<file path="src/rtl/upsample_pkg.sv">
// Shared definitions for the 2x upsample channel sequencer.
package upsample_pkg;

    localparam int IN_WORDS_DEF  = 16;
    localparam int OUT_WORDS_DEF = 64;
    localparam int ADDR_W        = 6;
    localparam int SKID_DEPTH    = 2;

    typedef enum logic [2:0] {
        ST_IDLE    = 3'd0,
        ST_FILL    = 3'd1,
        ST_KICK    = 3'd2,
        ST_WAIT_UP = 3'd3,
        ST_DRAIN   = 3'd4,
        ST_FINISH  = 3'd5
    } state_t;

endpackage

</file>
<file path="src/rtl/upsample_skid_fifo.sv">
// Two-entry registered FIFO that absorbs output-buffer read data while the
// downstream stream is stalled.
module upsample_skid_fifo
    import upsample_pkg::*;
#(
    parameter int W = 17
) (
    input  logic         clk,
    input  logic         rst,
    input  logic         push,
    input  logic         pop,
    input  logic [W-1:0] push_data,
    output logic [W-1:0] head,
    output logic [1:0]   count
);

    logic [W-1:0] mem_q [SKID_DEPTH];
    logic         wr_ptr_q;
    logic         rd_ptr_q;
    logic [1:0]   count_q;

    // Storage, pointers and occupancy; push and pop may coincide.
    always_ff @(posedge clk or negedge rst) begin
        if (!rst) begin
            mem_q[0] <= '0;
            mem_q[1] <= '0;
            wr_ptr_q <= 1'b0;
            rd_ptr_q <= 1'b0;
            count_q  <= 2'd0;
        end else begin
            if (push) begin
                mem_q[wr_ptr_q] <= push_data;
                wr_ptr_q        <= ~wr_ptr_q;
            end
            if (pop) begin
                rd_ptr_q <= ~rd_ptr_q;
            end
            case ({push, pop})
                2'b10:   count_q <= count_q + 2'd1;
                2'b01:   count_q <= count_q - 2'd1;
                default: count_q <= count_q;
            endcase
        end
    end

    assign head  = mem_q[rd_ptr_q];
    assign count = count_q;

endmodule

</file>
<file path="src/rtl/upsample_layer_sequencer.sv">
// Channel-level sequencer: fill input tile, kick engine, drain output tile.
//
// state      | meaning
// IDLE       | waiting for start
// FILL       | accepting IN_WORDS upstream words into the input buffer
// KICK       | one-cycle up_start pulse to the engine
// WAIT_UP    | waiting for the engine's up_done
// DRAIN      | reading OUT_WORDS from the output buffer to the downstream stream
// FINISH     | one-cycle done pulse, then back to IDLE
module upsample_layer_sequencer
    import upsample_pkg::*;
#(
    parameter int DATA_W    = 16,
    parameter int IN_WORDS  = IN_WORDS_DEF,
    parameter int OUT_WORDS = OUT_WORDS_DEF,
    parameter int CH_W      = 8
) (
    input  logic              clk,
    input  logic              rst,
    input  logic              start,
    input  logic [CH_W-1:0]   cfg_num_ch,
    output logic              busy,
    output logic              done,
    output logic [CH_W-1:0]   ch_idx,
    input  logic              s_valid,
    output logic              s_ready,
    input  logic [DATA_W-1:0] s_data,
    output logic              in_we,
    output logic [ADDR_W-1:0] in_addr,
    output logic [DATA_W-1:0] in_wdata,
    output logic              up_start,
    input  logic              up_done,
    output logic              out_re,
    output logic [ADDR_W-1:0] out_addr,
    input  logic [DATA_W-1:0] out_rdata,
    output logic              m_valid,
    input  logic              m_ready,
    output logic [DATA_W-1:0] m_data,
    output logic              m_last
);

    localparam int WR_W = $clog2(IN_WORDS + 1);
    localparam int RD_W = $clog2(OUT_WORDS + 1);

    state_t            state_q, state_d;
    logic [CH_W-1:0]   num_ch_q;
    logic [CH_W-1:0]   ch_idx_q;
    logic [WR_W-1:0]   wr_cnt_q;
    logic [RD_W-1:0]   rd_cnt_q;
    logic              rd_pend_q;
    logic              rd_last_q;

    logic              accept;
    logic              pop;
    logic              last_pop;
    logic              final_ch;
    logic [1:0]        fifo_count;
    logic [1:0]        outstanding;
    logic [DATA_W:0]   fifo_head;

    // The read issued last cycle returns now; it lands in the skid FIFO
    // together with its end-of-tile flag.
    upsample_skid_fifo #(.W(DATA_W + 1)) u_skid (
        .clk       (clk),
        .rst       (rst),
        .push      (rd_pend_q),
        .pop       (pop),
        .push_data ({rd_last_q, out_rdata}),
        .head      (fifo_head),
        .count     (fifo_count)
    );

    assign s_ready  = (state_q == ST_FILL);
    assign accept   = s_valid & s_ready;
    assign in_we    = accept;
    assign in_addr  = accept ? ADDR_W'(wr_cnt_q) : '0;
    assign in_wdata = accept ? s_data : '0;

    assign m_valid  = (fifo_count != 2'd0);
    assign pop      = m_valid & m_ready;
    assign m_data   = m_valid ? fifo_head[DATA_W-1:0] : '0;
    assign m_last   = m_valid & fifo_head[DATA_W];
    assign last_pop = pop & m_last;
    assign final_ch = (ch_idx_q == num_ch_q - CH_W'(1));

    // Reads in flight or parked in the FIFO; capped at the FIFO depth so a
    // returning word always has a slot.
    assign outstanding = fifo_count + {1'b0, rd_pend_q};
    assign out_re      = (state_q == ST_DRAIN) && (rd_cnt_q < RD_W'(OUT_WORDS))
                         && ((outstanding - {1'b0, pop}) < 2'd2);
    assign out_addr    = out_re ? ADDR_W'(rd_cnt_q) : '0;
    assign ch_idx      = ch_idx_q;

    // State register.
    always_ff @(posedge clk or negedge rst) begin
        if (!rst) begin
            state_q <= ST_IDLE;
        end else begin
            state_q <= state_d;
        end
    end

    // Next-state decode and state-owned strobes.
    always_comb begin
        state_d  = state_q;
        busy     = (state_q != ST_IDLE);
        done     = 1'b0;
        up_start = 1'b0;
        case (state_q)
            ST_IDLE: begin
                if (start) begin
                    state_d = (cfg_num_ch != '0) ? ST_FILL : ST_FINISH;
                end
            end
            ST_FILL: begin
                if (accept && (wr_cnt_q == WR_W'(IN_WORDS - 1))) begin
                    state_d = ST_KICK;
                end
            end
            ST_KICK: begin
                up_start = 1'b1;
                state_d  = ST_WAIT_UP;
            end
            ST_WAIT_UP: begin
                if (up_done) begin
                    state_d = ST_DRAIN;
                end
            end
            ST_DRAIN: begin
                if (last_pop) begin
                    state_d = final_ch ? ST_FINISH : ST_FILL;
                end
            end
            ST_FINISH: begin
                done    = 1'b1;
                state_d = ST_IDLE;
            end
            default: state_d = ST_IDLE;
        endcase
    end

    // Channel bookkeeping, word counters and read-return tracking.
    always_ff @(posedge clk or negedge rst) begin
        if (!rst) begin
            num_ch_q  <= '0;
            ch_idx_q  <= '0;
            wr_cnt_q  <= '0;
            rd_cnt_q  <= '0;
            rd_pend_q <= 1'b0;
            rd_last_q <= 1'b0;
        end else begin
            rd_pend_q <= out_re;
            rd_last_q <= out_re && (rd_cnt_q == RD_W'(OUT_WORDS - 1));
            if ((state_q == ST_IDLE) && start) begin
                num_ch_q <= cfg_num_ch;
                ch_idx_q <= '0;
                wr_cnt_q <= '0;
                rd_cnt_q <= '0;
            end else if ((state_q == ST_DRAIN) && last_pop && !final_ch) begin
                ch_idx_q <= ch_idx_q + CH_W'(1);
                wr_cnt_q <= '0;
                rd_cnt_q <= '0;
            end else begin
                if (accept) begin
                    wr_cnt_q <= wr_cnt_q + WR_W'(1);
                end
                if (out_re) begin
                    rd_cnt_q <= rd_cnt_q + RD_W'(1);
                end
            end
        end
    end

endmodule

</file>
<file path="config.mk">
export PLATFORM = sky130hd
export DESIGN_NAME = upsample_layer_sequencer
export DESIGN_NICKNAME = d
export VERILOG_FILES = /design/src/rtl/upsample_pkg.sv /design/src/rtl/upsample_skid_fifo.sv /design/src/rtl/upsample_layer_sequencer.sv
export SDC_FILE = /design/constraint.sdc
export NUM_CORES = 1
export LEC_CHECK = 0
export ABC_CLOCK_PERIOD_IN_PS = 11020
export BUFFER_PORTS_ARGS = -buffer_cell sky130_fd_sc_hd__buf_4
export CAP_MARGIN = 20
export CORE_MARGIN = 4
export CORE_UTILIZATION = 56
export DETAILED_ROUTE_END_ITERATION = 8
export PLACE_DENSITY = 0.9
export SLEW_MARGIN = 0
export SYNTH_ARGS = -nofsm -noshare
export SYNTH_HDL_FRONTEND = slang
export SYNTH_SLANG_ARGS = --single-unit
</file>
<file path="constraint.sdc">
create_clock -name clk -period 11.02 [get_ports clk]
set_clock_uncertainty 0.2 [all_clocks]
set_input_delay 3.306 -clock clk [delete_from_list [all_inputs] [get_ports clk]]
set_output_delay 3.306 -clock clk [all_outputs]
set_load 0.05 [all_outputs]
</file>
### Word level (Yosys, flattened, before mapping)

Cells that the tools add are included.

* register bits: 71
* bits of input ports: 46
* output and inout bits: 60
* logic and storage cells: 93

* $add $sub $neg: 8
* $lt $le $gt $ge: 5
* equal/unequal tests: 14
* muxes and demuxes: 28
* bitwise logic cells: 8
* reduce and logical (&&, ||, !) cells: 18

Operator list (count)
* $mux 17: 4
* $bwmux 34: 1
* $mux 16: 2
* $mux 7: 3
* $mux 5: 4
* $mux 3: 6
* $demux 17 s1: 1
* $mux 8: 2
* $pmux 3 s5: 1
* $reduce_bool 3->1: 3
* $add 8x1->8 const B: 1
* $eq 8x8->1: 1
* $logic_and 1x1->1: 8
* $reduce_bool 8->1: 1
* $sub 8x1->8 const B: 1
* $add 7x1->7 const B: 1
* $eq 7x6->1 const B: 1
* $lt 7x7->1 const B: 1
* $eq 3x2->1 const B: 2
* $eq 3x3->1 const B: 2
* $mux 6: 1
* $ne 2x2->1 const B: 3
* $reduce_bool 2->1: 3
* $add 5x1->5 const B: 1
* 20 further kinds: 27

### Logic depth before layout (Yosys ltp)

Gate-level depths: netlist of run 1.

* word-level depth: 10
* gate-level depth with buffers: 10
* gate-level depth less buffers: 9

### Modules after synthesis

Synthesis of run 1 repeated with hierarchy kept, for this count alone.

* cell total of the unflattened synthesis: 370
* area total of the unflattened synthesis: 3926.3 µm²

By module, submodules not included
* upsample_layer_sequencer: instances 1, cells each 267, area each 2287.2 µm², seq. area each 825.8 µm²
* upsample_skid_fifo: instances 1, cells each 103, area each 1639.1 µm², seq. area each 950.9 µm²

### Worst setup path after synthesis of run 1

No wires, ideal clock.

* kind: input to output
* start: input port m_ready
* end: output port out_addr[0]
* data arrival time: 5.198 ns
* required time: 7.514 ns
* path slack: 2.316 ns
* stages on the path: 8
* path buffers: 1
* cell sequence: o21ai_1 > inv_1 > ha_1 > nor2b_1 > xnor2_1 > nor3_1 > buf_2 > and2_1

* word-level cells in the longest chain between the ends: 5

RTL lines
* start: declaration: line upsample_layer_sequencer.sv:37 `input logic m_ready,`
* $and 1x1->1: line upsample_layer_sequencer.sv:80 `assign pop = m_valid & m_ready;`
* net pop: line upsample_layer_sequencer.sv:54 `logic pop;`
* $sub 2x1->2: line upsample_layer_sequencer.sv:90 `&& ((outstanding - {1'b0, pop}) < 2'd2);`
* $lt 2x2->1: line upsample_layer_sequencer.sv:90
* $logic_and 1x1->1: line upsample_layer_sequencer.sv:90
* net out_re: line upsample_layer_sequencer.sv:33 `output logic out_re,`
* $mux 6: line upsample_layer_sequencer.sv:91 `assign out_addr = out_re ? ADDR_W'(rd_cnt_q) : '0;`
* end: declaration: line upsample_layer_sequencer.sv:34 `output logic [ADDR_W-1:0] out_addr,`

The timed path passes the listed nets, and every way through them passes these cells.

### Worst setup path after layout of run 1

* start: input port m_ready
* end: output port out_addr[2]

* word-level cells in the longest chain between the ends: 5

RTL lines (line)
* $and 1x1->1: upsample_layer_sequencer.sv:80
* net pop: upsample_layer_sequencer.sv:54
* $sub 2x1->2: upsample_layer_sequencer.sv:90
* $lt 2x2->1: upsample_layer_sequencer.sv:90
* $logic_and 1x1->1: upsample_layer_sequencer.sv:90
* $mux 6: upsample_layer_sequencer.sv:91

The timed path passes the listed nets, and every way through them passes these cells.

==> run_results.csv, run 1 <==
group,metric,value,unit
layout,area_delta_synth_final,26.1,%
drt,routed_wl,8240,um
worst_setup_path,cp-startpoint,"m_ready",
floorplanning,die_h,90.0,um
layout,multiInputGateArea,1850,um2
floorplanning,start_util,58.6,%
layout,nNetsFinal,517,
grt,grt_pass1_wl,14200,um
sta,rsz0062_at_grt,"no",
worst_setup_path,r2r-start,"num_ch_q[0]",
layout,layout_commonest_cell,"buf_4",
synth,async_flop_share,100,%
cts,cts_setup_buffers,0,
grt,grt_pass1_vias,3119,
grt,track_usage,21.2,%
sta,fin_crit,8440,ps
sta,worst_slew_pin_slew,985,ps
worst_setup_path,ff2ff_setup_slack,7740,ps
sta,setup_tns,0,ps
worst_setup_path,rr_worst_depth,8,
layout,fill_cells,453,
synth,synthCells,365,
status,status,"finished clean",
worst_setup_path,crit_fanout,14,
worst_setup_path,worst_setup_path_end_kind,"output port",
synth,synthDistinctLibCells,47,
pwr,power_density,266,nW/um2
worst_setup_path,r2r_end,"wr_cnt_q[4]",
drt,drcViolationCount,0,
worst_setup_path,path_common_cell,"buf_4",
synth,syn_area_per_cell,10.3,um2
placement,portBuffers,104,
layout,seqCellArea,1780,um2
synth,syn_area,3760,um2
sta,hold_viol,0,
synth,synth_seq_cells,71,
sta,max_freq,119,MHz
cts,hold_buffers,0,
drt,initialDrtViolationCount,137,
sta,fin_hold_ws,303,ps
placement,gp_congestion,0.834,
worst_setup_path,cp.required,7510,ps
floorplanning,coreArea,6420,um2
drt,antenna_left,0,
floorplanning,die-area,8090,um2
layout,final_cell_mix,"107 x buf_4, 71 x dfrtp_1, 41 x nor2_1",
grt,grt_start_max_net_pins,72,
layout,drive_above_1_share,34.3,%
drt,routed_via_density,5.49,
cts,clock_path_buffers,2,
synth,yosys_warnings,0,
hold_path,hold_class,"flip-flop to flip-flop",
synth,synth_edf_count,0,
cts,numCtsBuffers,9,
sta,finalSetupViolations,0,
worst_setup_path,slowest_delay,300,ps
worst_setup_path,crit_arrival,4930,ps
flow_run,cap_violations,0,
floorplanning,rows,29,
layout,insertedDiodeCount,0,
sta,fin_crit_sh,76.6,%
cts,cts_tree,"built",
cts,cts_max_level,3,
cts,insertion_delay,330,ps
sta,slew_headroom,34.3,%
sta,maxSlewViolCount,0,
cts,cts_root_buffer,"clkbuf_8",
drt,wl_per_cell,15.1,um
worst_setup_path,worstSetupPathType,"primary input to output port",
grt,grt_overflow,0,
synth,yosys_most_used_dff,"dfrtp_1",
cts,post_cts_resized,0,
synth,syn_nets,418,
drt,vias,2997,
floorplanning,io_pins,106,
cts,cts.clk_slew.worst_paths,80,ps
placement,dp_hpwl,5950,um
pwr,peakVddDrop,0.200,mV
worst_setup_path,crit_slowest_cell,"ha_1",
pwr,p_leak,2.31,nW
worst_setup_path,critPathCapture,"out_addr[2]",
cts,clock_sinks,71,
drt,drtPass1Iterations,4,
grt,antenna_found_initial,0,
worst_setup_path,path_cells,"buf_4, o21ai_1, inv_1, ha_1, nor2b_1, xnor2_1, nor3_1, buf_4, and2_1, buf_4",
worst_setup_path,crit_path_start_kind,"primary input",
floorplanning,die_x,90.0,um
synth,ys_seq_area_share,47.2,%
[power breakdown]
part / switching (mW) / internal (mW)
combinational: 0.421 / 0.241
sequential: 0.0866 / 0.331
clock: 0.0942 / 0.0865
[flip-flops by register name, indices dropped and copies added (netlist names)]
name             flops
ch_idx               8
num_ch_q             8
rd_cnt_q             7
rd_last_q            1
rd_pend_q            1
state_q              3
u_skid.count         2
u_skid.mem_q        34
u_skid.rd_ptr_q      1
u_skid.wr_ptr_q      1
wr_cnt_q             5
[routing by layer]
metal,track usage [%],part of all wire [%]
met2,36.4,49
met3,4.34,6.0
met1,26.6,43
met5,0,0
met4,7.78,1.2
[final cells by class]
cell class,instances,share of cell area [%]
Clock buffer,10,2.90
Clock inverter,6,0.765
Inverter,11,0.870
Multi-Input combinational cell,264,39.0
Sequential cell,71,37.5
Tap cell,77,2.03
Timing Repair Buffer,107,16.9
[critical path: cells and delay by family]
| family | cells | cell delay [ps] |
|---|---|---|
| buf+inv | 4 | 630 |
| xor+xnor | 1 | 80 |
| compound gates | 1 | 160 |
| fa+ha+maj | 1 | 300 |
| simple gates | 3 | 450 |
[cell usage after synthesis (5+ instances only)]
| library cell | instances | area share, % |
|---|---|---|
| nand2_1 | 32 | 3.2 |
| buf_2 | 5 | 0.67 |
| and3_1 | 5 | 0.83 |
| xor2_1 | 14 | 3.3 |
| nand4_1 | 5 | 0.83 |
| a21oi_1 | 8 | 1.1 |
| ha_1 | 7 | 2.3 |
| mux2_2 | 34 | 10 |
| nand3_1 | 7 | 0.93 |
| nor2_1 | 41 | 4.1 |
| xnor2_1 | 10 | 2.3 |
| nor3_1 | 7 | 0.93 |
| dfrtp_1 | 71 | 47 |
| inv_1 | 11 | 1.1 |
| and2_1 | 29 | 4.8 |
| clkbuf_1 | 10 | 1.0 |
| mux2i_1 | 22 | 5.9 |
[metrics by stage]
step | setup slack, ps | cells | instance area [um2] | util, % | power (mW)
floorplan | 2320 | 365 | 3760 | - | 0.898
global placement | 2610 | 530 | 4570 | 71.1 | 1.06
finish | 2580 | 546 | 4740 | 73.9 | 1.26
CTS | 2580 | 546 | 4740 | 73.9 | 1.27
global route | 2400 | 546 | 4740 | 73.9 | 1.33
detailed placement | 2590 | 530 | 4570 | 71.1 | 1.08
[worst min path at each step]
| stage | from | endpoint | cells after the start |
|---|---|---|---|
| after detailed placement | u_skid.wr_ptr_q | u_skid.wr_ptr_q | 1 |
| after floorplan | u_skid.wr_ptr_q | u_skid.wr_ptr_q | 1 |
| after global placement | u_skid.wr_ptr_q | u_skid.wr_ptr_q | 1 |
| after global routing | u_skid.wr_ptr_q | u_skid.wr_ptr_q | 1 |
| final | u_skid.wr_ptr_q | u_skid.wr_ptr_q | 1 |
| after CTS | u_skid.wr_ptr_q | u_skid.wr_ptr_q | 1 |
[kinds of logic after synthesis]
| group | count (synthesis) | share of synthesized area (%) |
|---|---|---|
| and+or+nand+nor | 141 | 18.8 |
| DFF | 71 | 47.2 |
| muxes | 56 | 16.0 |
| AOI/OAI and AO/OA | 35 | 6.35 |
| buffers and inverters | 30 | 3.56 |
| xor gates and xnor gates | 24 | 5.59 |
| adders and majority gates | 7 | 2.33 |
| other | 1 | 0.0997 |
Note: power is estimated with default switching activity, not from simulation.
==> run 2: changes to the inputs <==
ABC_CLOCK_PERIOD_IN_PS = 8700   (was 11020)
CORE_UTILIZATION = 52   (was 56)
PLACE_DENSITY = 0.85   (was 0.9)
clock period = 8.7 ns   (was 11.02 ns; I/O delays follow)
==> run_results.csv, run 2 (synthesis results as in run 1) <==
group,metric,value,unit
status,status,"finished clean",
worst_setup_path,slowest_delay,300,ps
worst_setup_path,crit_path_start_kind,"primary input",
pwr,p_leak,2.31,nW
layout,insertedDiodeCount,0,
layout,nNetsFinal,517,
worst_setup_path,crit_fanout,14,
pwr,power_density,334,nW/um2
sta,setup_tns,0,ps
sta,hold_viol,0,
pwr,p_int,0.842,mW
worst_setup_path,crit_slowest_cell,"ha_1",
sta,fin_crit_sh,81.1,%
cts,cts_root_buffer,"clkbuf_8",
cts,cts.clk_slew.worst_paths,60,ps
layout,largest-register,"u_skid.mem_q",
floorplanning,start_util,54.5,%
sta,maxSlewViolCount,0,
cts,post_cts_resized,0,
grt,grt_pass1_wl,13500,um
cts,cts_tree,"built",
floorplanning,rows,30,
floorplanning,coreArea,6910,um2
pwr,p_comb_share,52.8,%
pwr,power.switching,0.746,mW
drt,initialDrtViolationCount,112,
sta,worst_slew_pin_slew,972,ps
cts,numCtsBuffers,9,
placement,place_inst,549,
sta,slew_headroom,35.2,%
placement,gp_congestion,0.815,
drt,drcViolationCount,0,
layout,layout_commonest_cell,"buf_4",
layout,area_delta_synth_final,26.5,%
hold_path,hold_class,"flip-flop to flip-flop",
cts,insertion_delay,330,ps
grt,antenna_found_initial,0,
layout,drive_above_1_share,33.6,%
pwr,power_frac_clock,14.1,%
floorplanning,io_pins,106,
drt,wl_per_cell,14.5,um
drt,antenna_left,0,
placement,dp_hpwl,5900,um
cts,cts_max_level,3,
sta,max_freq,142,MHz
worst_setup_path,cp.required,5890,ps
grt,grt_overflow,0,
cts,clock_path_buffers,2,
grt,grt_pass1_vias,2985,
grt,track_usage,19.4,%
sta,fin_crit,7050,ps
floorplanning,die_h,93.1,um
pwr,switching_share,47.0,%
worst_setup_path,worstSetupPathType,"primary input to output port",
grt,grt_start_max_net_pins,72,
cts,hold_buffers,0,
floorplanning,die_x,93.1,um
flow_run,cap_violations,0,
placement,portBuffers,104,
sta,rsz0062_at_grt,"no",
worst_setup_path,worst_setup_path_end_kind,"output port",
worst_setup_path,path_cells,"buf_4, o21ai_1, inv_1, ha_1, nor2b_1, xnor2_1, nor3_1, buf_4, and2_1, buf_4",
cts,clock_sinks,71,
drt,routed_wl,8180,um
floorplanning,die-area,8660,um2
pwr,seqPwrFrac,33.1,%
layout,final_cell_mix,"106 x buf_4, 71 x dfrtp_1, 41 x nor2_1",
layout,instances_no_fill,563,
sta,finalSetupViolations,0,
worst_setup_path,path_common_cell,"buf_4",
layout,largest_reg_flops,34,
drt,routed_via_density,5.28,
drt,vias,2973,
cts,cts_setup_buffers,0,
drt,drtPass1Iterations,4,
worst_setup_path,crit_arrival,4240,ps
pwr,peakVddDrop,0.171,mV
==> run 2: changes by cell type in the layout (fill, tap and decap cells not counted), sizes merged <==
cell | before | now
clkbuf | 10 | 13
clkinvlp | 1 | 0
clkinv | 5 | 1
==> run 2: through the flow <==
step                      setup slack [ps]  hold slack (ps)  utilization (%)  power, mW  area (um2)
after global placement                1690              279             66.4       1.34        4590
final                                 1650              293             68.9       1.59        4760
after global routing                  1460              318             68.9       1.69        4760
after detailed placement              1640              288             66.6       1.37        4600
after CTS                             1620              298             68.9       1.60        4760
after floorplan                       1390              263                -       1.14        3760
==> run 2: critical path: cells and delay by family <==
family / cells / cell delay (ps)
buffers and inverters: 4 / 620
and+or+nand+nor: 3 / 460
adders and majority gates: 1 / 300
AOI/OAI and AO/OA: 1 / 160
xor gates and xnor gates: 1 / 90
==> run 2: power by group through the flow <==
stage          clock, mW  combinational (mW)  sequential, mW
2_1_floorplan          0               0.653           0.484
3_3_place_gp           0               0.817           0.524
3_5_place_dp           0               0.843           0.531
4_1_cts            0.229               0.847           0.526
5_1_grt            0.246               0.901           0.540
6_report           0.224               0.838           0.526
==> run 2: worst paths after layout <==
kind                            slack, ps            start  depth (start not counted)               to
max in group asynchronous            5540              rst                          1  u_skid.mem_q[1]
worst min register to register        290  u_skid.wr_ptr_q                          1  u_skid.wr_ptr_q
worst max-delay path                 1650          m_ready                         10      out_addr[1]
worst max register to register       5340      num_ch_q[0]                          8      wr_cnt_q[4]
min in group asynchronous            2200              rst                          1       state_q[1]
worst min-delay path                  290  u_skid.wr_ptr_q                          1  u_skid.wr_ptr_q
==> run 2: area by class of cell <==
type | instances | area (um2)
fillers | 548 | 2150
multi-input cells | 264 | 1850
flip-flops and latches | 71 | 1780
repair buffers | 107 | 807
clock buffers | 13 | 159
well taps | 96 | 120
inverters | 11 | 41.3
clock inverters | 1 | 5.00
==> run 2: layer usage <==
metal	part of all wire (%)	wire length, um	up-vias	track usage [%]
met3	6.2	511	6	4.67
met1	43	3510	1424	24.0
met5	0	0	-	0
met2	50	4100	103	33.7
li1	-	-	1440	-
met4	0.86	70	0	5.86
